### src/rtl/instr_encoder_loader.sv
// instr_encoder_loader: takes symbolic RV32I instruction fields over a
// valid/ready handshake and writes the encoded word into instruction memory
// at an auto-incrementing address.
// Supported ops: ADD, OR, ANDI, SLL, BNE, SH, LH (op_sel 7 is illegal).
// Optional feature macro: ENCODER_CHECKSUM_EN. When it is defined, checksum
// holds a running XOR of all written words. When it is undefined, checksum
// is tied to 0.
module instr_encoder_loader #(
    parameter int unsigned ADDR_W = 6,
    parameter int unsigned DEPTH  = 64
) (
    input  logic              clk,
    input  logic              reset,
    input  logic              flush,
    input  logic              in_valid,
    output logic              in_ready,
    input  logic [2:0]        op_sel,
    input  logic [4:0]        rd,
    input  logic [4:0]        rs1,
    input  logic [4:0]        rs2,
    input  logic [12:0]       imm,
    output logic              mem_we,
    output logic [ADDR_W-1:0] mem_addr,
    output logic [31:0]       mem_wdata,
    output logic [ADDR_W:0]   count,
    output logic              full,
    output logic              err,
    output logic [31:0]       checksum
);

    typedef enum logic [1:0] {IDLE, LOAD, FULL} state_t;

    typedef enum logic [2:0] {
        OP_ADD  = 3'd0,
        OP_OR   = 3'd1,
        OP_ANDI = 3'd2,
        OP_SLL  = 3'd3,
        OP_BNE  = 3'd4,
        OP_SH   = 3'd5,
        OP_LH   = 3'd6,
        OP_ILL  = 3'd7
    } op_t;

    localparam logic [6:0] OPC_R    = 7'b0110011;
    localparam logic [6:0] OPC_IMM  = 7'b0010011;
    localparam logic [6:0] OPC_LOAD = 7'b0000011;
    localparam logic [6:0] OPC_STORE = 7'b0100011;
    localparam logic [6:0] OPC_BR   = 7'b1100011;
    localparam logic [ADDR_W:0] DEPTH_C = (ADDR_W+1)'(DEPTH);

    state_t            state;
    logic [ADDR_W-1:0] ptr;
    logic [31:0]       enc_word;
    logic [ADDR_W:0]   count_inc;
    logic              accept;
    logic              legal;

    assign in_ready  = (state != FULL) && !flush && !reset;
    assign accept    = in_valid && in_ready;
    assign legal     = (op_sel != OP_ILL);
    assign count_inc = count + 1'b1;

    // Assemble the 32-bit RV32I word from the symbolic fields of the current beat.
    always_comb begin
        enc_word = '0;
        case (op_sel)
            OP_ADD:  enc_word = {7'b0000000, rs2, rs1, 3'b000, rd, OPC_R};
            OP_OR:   enc_word = {7'b0000000, rs2, rs1, 3'b110, rd, OPC_R};
            OP_SLL:  enc_word = {7'b0000000, rs2, rs1, 3'b001, rd, OPC_R};
            OP_ANDI: enc_word = {imm[11:0], rs1, 3'b111, rd, OPC_IMM};
            OP_LH:   enc_word = {imm[11:0], rs1, 3'b001, rd, OPC_LOAD};
            OP_SH:   enc_word = {imm[11:5], rs2, rs1, 3'b001, imm[4:0], OPC_STORE};
            OP_BNE:  enc_word = {imm[12], imm[10:5], rs2, rs1, 3'b001,
                                 imm[4:1], imm[11], OPC_BR};
            default: enc_word = '0;
        endcase
    end

    // Load FSM with registered write port, counters and status outputs.
    always_ff @(posedge clk) begin
        if (reset) begin
            state     <= IDLE;
            ptr       <= '0;
            count     <= '0;
            full      <= 1'b0;
            err       <= 1'b0;
            mem_we    <= 1'b0;
            mem_addr  <= '0;
            mem_wdata <= '0;
        end else if (flush) begin
            // The memory address and data registers keep their last values.
            // mem_we is low, so those values are never written.
            state  <= IDLE;
            ptr    <= '0;
            count  <= '0;
            full   <= 1'b0;
            err    <= 1'b0;
            mem_we <= 1'b0;
        end else begin
            mem_we <= 1'b0;
            err    <= 1'b0;
            if (accept) begin
                if (!legal) begin
                    err <= 1'b1;
                end else begin
                    mem_we    <= 1'b1;
                    mem_addr  <= ptr;
                    mem_wdata <= enc_word;
                    ptr       <= ptr + 1'b1;
                    count     <= count_inc;
                    if (count_inc == DEPTH_C) begin
                        state <= FULL;
                        full  <= 1'b1;
                    end else begin
                        state <= LOAD;
                    end
                end
            end
        end
    end

`ifdef ENCODER_CHECKSUM_EN
    logic [31:0] cs_q;

    // Running XOR of every written word, visible in the same cycle as mem_we.
    always_ff @(posedge clk) begin
        if (reset || flush) begin
            cs_q <= '0;
        end else if (accept && legal) begin
            cs_q <= cs_q ^ enc_word;
        end
    end

    assign checksum = cs_q;
`else
    assign checksum = '0;
`endif

endmodule

### config.mk
export PLATFORM = sky130hd
export DESIGN_NAME = instr_encoder_loader
export DESIGN_NICKNAME = d
export VERILOG_FILES = /design/src/rtl/instr_encoder_loader.sv
export SDC_FILE = /design/constraint.sdc
export NUM_CORES = 1
export LEC_CHECK = 0
export CORE_MARGIN = 2
export CORE_UTILIZATION = 45
export DETAILED_ROUTE_END_ITERATION = 10
export PLACE_DENSITY = 0.93
export SETUP_SLACK_MARGIN = 0.2
export SYNTH_ARGS = -nofsm -noshare
export SYNTH_HDL_FRONTEND = slang
export SYNTH_SLANG_ARGS = --single-unit
### constraint.sdc
create_clock -name clk -period 2.8 [get_ports clk]
set_input_delay 0.56 -clock clk [delete_from_list [all_inputs] [get_ports clk]]
set_output_delay 0.56 -clock clk [all_outputs]
set_load 0.02 [all_outputs]
==> run metrics <==
gpl congestion 0.8021; Syn Std Cell Area 0.002534 sq mm; HP Class flip-flop to flip-flop; status completed; Worst EP arrival approximately 2.5 ns; share of layout cells above drive strength 1 0.05305; DRT antenna net count 0; Max Slew Vio Count 0; vias in the first global route 1949; cell taking the most area after synthesis dfxtp_1; clock latency on the worst-skew pair 0.30 ns; Worst setup EP type flip-flop; register area share after synthesis 0.4109; clock skew about 0.0056 ns; Yosys Warn Count 0; largest cells by area after synthesis dfxtp_1, buf_4, nand2_1; Rows 27; Post-Syn Instances roughly 300; register clock-pin slew on the reported worst setup and hold paths around 0.09 ns; grt ovf 0; Final min period ~2.3 ns; Crit path max-delay family buffers and inverters; # port buffers between 80 and 90; max_cap viols 0; RSZ-0062 raised after global routing no; mean cell area of the mapped netlist between 8 and 9 sq um; drt initial violations roughly 130; fin nets between 400 and 500; gr usage total 0.1764; Fin. Hold Viols 0; power consumption approximately 1.4 mW; Worst IR Drop VDD roughly 0.00028 V; Largest stage delay, worst path 0.51 ns; CTS Root Cell clkbuf_8; CTS Buf Count 5; vias after detailed routing roughly 2300; area delta synth->final 31.36%; number of antenna diodes 0; Max Fclk 435.5 MHz; Initial Utilization 0.4630; Post-DP HPWL roughly 4.2 mm; first-pass GRT wire length about 8.8 mm; relative slew slack 0.6172; endpoints failing setup 0; top cell type's share of synthesized area 0.4109; synth cell count leaders dfxtp_1, nand2_1, buf_4; htree depth 2; CP max stage cell clkdlybuf4s50_1; post-DR vias/cell 5.076; antenna violations before repair 0; Max Buffers Root-to-Sink 2; per-cell routed wire length 12.56 um; CTS tree done; hold slack 0.4588 ns; die area about 0.0062 sq mm; setup TNS 0 ns; I/O pin total between 100 and 150; number of detailed-route iterations in the first pass 4; Worst-Margin Slew 0.5690 ns; part of the cycle the worst path needs 0.8200; distinct cell type count after synthesis 43; Core ar. about 0.0055 sq mm; Synth Register Bits 52; DRC viols 0; WS Path Type input port to flip-flop; number of buffers and inverters on the critical path 3; Sink Count 52; most common cell in the synthesized netlist dfxtp_1; Final Instance Area around 0.0033 sq mm; Pwr per Cell Area roughly 430 mW/mm^2; worst endpoint required time ~3 ns; CP Launch Type input port; CP max FO 27; Lkg Pwr 1.191 nW; CP Cell Sequence clkdlybuf4s50_1 > nor2_8 > nand4_4 > inv_1 > buf_4 > o2111ai_1 > o221a_2; placed cell areas 0.003236 sq mm; Synth Flop Type dfxtp_1; Post-Route WL between 5 and 6 mm; async set-reset flop share out of synthesis 0; largest net degree at the start of global routing 37; Horiz. Die Dim 79.04 um; EDFF count, synth 0; die height 79.04 um
==> worst reg2reg max path, delay by kind of cell, from the launching register on <==
kind	cells	cell delay, ns
AOI/OAI and AO/OA	2	0.53
buffers and inverters	2	0.37
DFF	1	0.37
and+or+nand+nor	2	0.56
==> layer usage <==
layer / global-route usage / wire, um
met1: 0.2116 / 2280
met2: 0.2949 / 2757
met3: 0.06818 / 536
met4: 0.04828 / 67
met5: 0 / 0
==> power breakdown <==
part	internal (mW)	switching, mW	total, mW	leakage, nW
logic	0.100	0.138	0.238	0.724
clock network	0.202	0.231	0.433	0.0455
registers	0.756	0.00979	0.765	0.421
total	1.06	0.379	1.44	1.19
==> final timing paths <==
path         cells past startpoint        start          end  slack, ns
max                              7        flush     state[0]       0.50
max reg2reg                      6     state[0]     state[0]       0.87
min reg2reg                      2  mem_addr[1]  mem_addr[1]       0.46
min                              2  mem_addr[1]  mem_addr[1]       0.46
==> metrics by stage <==
step	util	worst slack, ns	std cells
after floorplan	-	1.097	334
after global routing	0.6081	0.4053	449
final	0.6081	0.5039	449
after detailed placement	0.5912	0.1799	441
after CTS	0.6077	0.2073	449
after global placement	0.5912	0.2129	441
==> repair_timing <==
action / CTS / global route
gates resized for setup: 0 / 1
hold buffers: 0 / 0
setup endpoints to repair: 0 / 1
buffers inserted: 0 / 0
hold endpoints to repair: 0 / 0
==> sequential cells by signal, summed over array words and instances, names as in the netlist <==
register,count
mem_wdata,28
count,7
mem_addr,6
ptr,6
state,2
err,1
full,1
mem_we,1
==> final cells by class <==
cell class              count  area, sq um
well taps                  72        90.09
fillers                   529         2145
flip-flops and latches     52         1041
inverters                   7        26.28
repair buffers             88        865.8
multi-input cells         222         1215
clock buffers               8        90.09
==> cell families after synthesis <==
kind of cell | synth area share
other cells | 0.001480
buf+inv | 0.1585
simple gates | 0.2277
xor+xnor | 0.01383
fa+ha+maj | 0.01482
compound gates | 0.1689
flops | 0.4109
mux | 0.003951
==> layout by cell type, fill, tap and decap left out, drive strengths merged, types with 2 or more instances in the layout <==
| cell | n |
|---|---|
| clkdlybuf4s50 | 80 |
| or2 | 2 |
| a21oi | 31 |
| nor2b | 4 |
| buf | 7 |
| o21ai | 6 |
| nand3 | 12 |
| a22o | 2 |
| nor2 | 22 |
| nor3 | 12 |
| conb | 34 |
| or4 | 2 |
| xnor2 | 4 |
| nand2b | 3 |
| nor4 | 2 |
| inv | 7 |
| o31ai | 3 |
| nand4 | 5 |
| dfxtp | 52 |
| a221oi | 12 |
| or3 | 7 |
| a211oi | 2 |
| ha | 3 |
| clkbuf | 8 |
| nand2 | 42 |
Power figures use the tool's default switching activity.
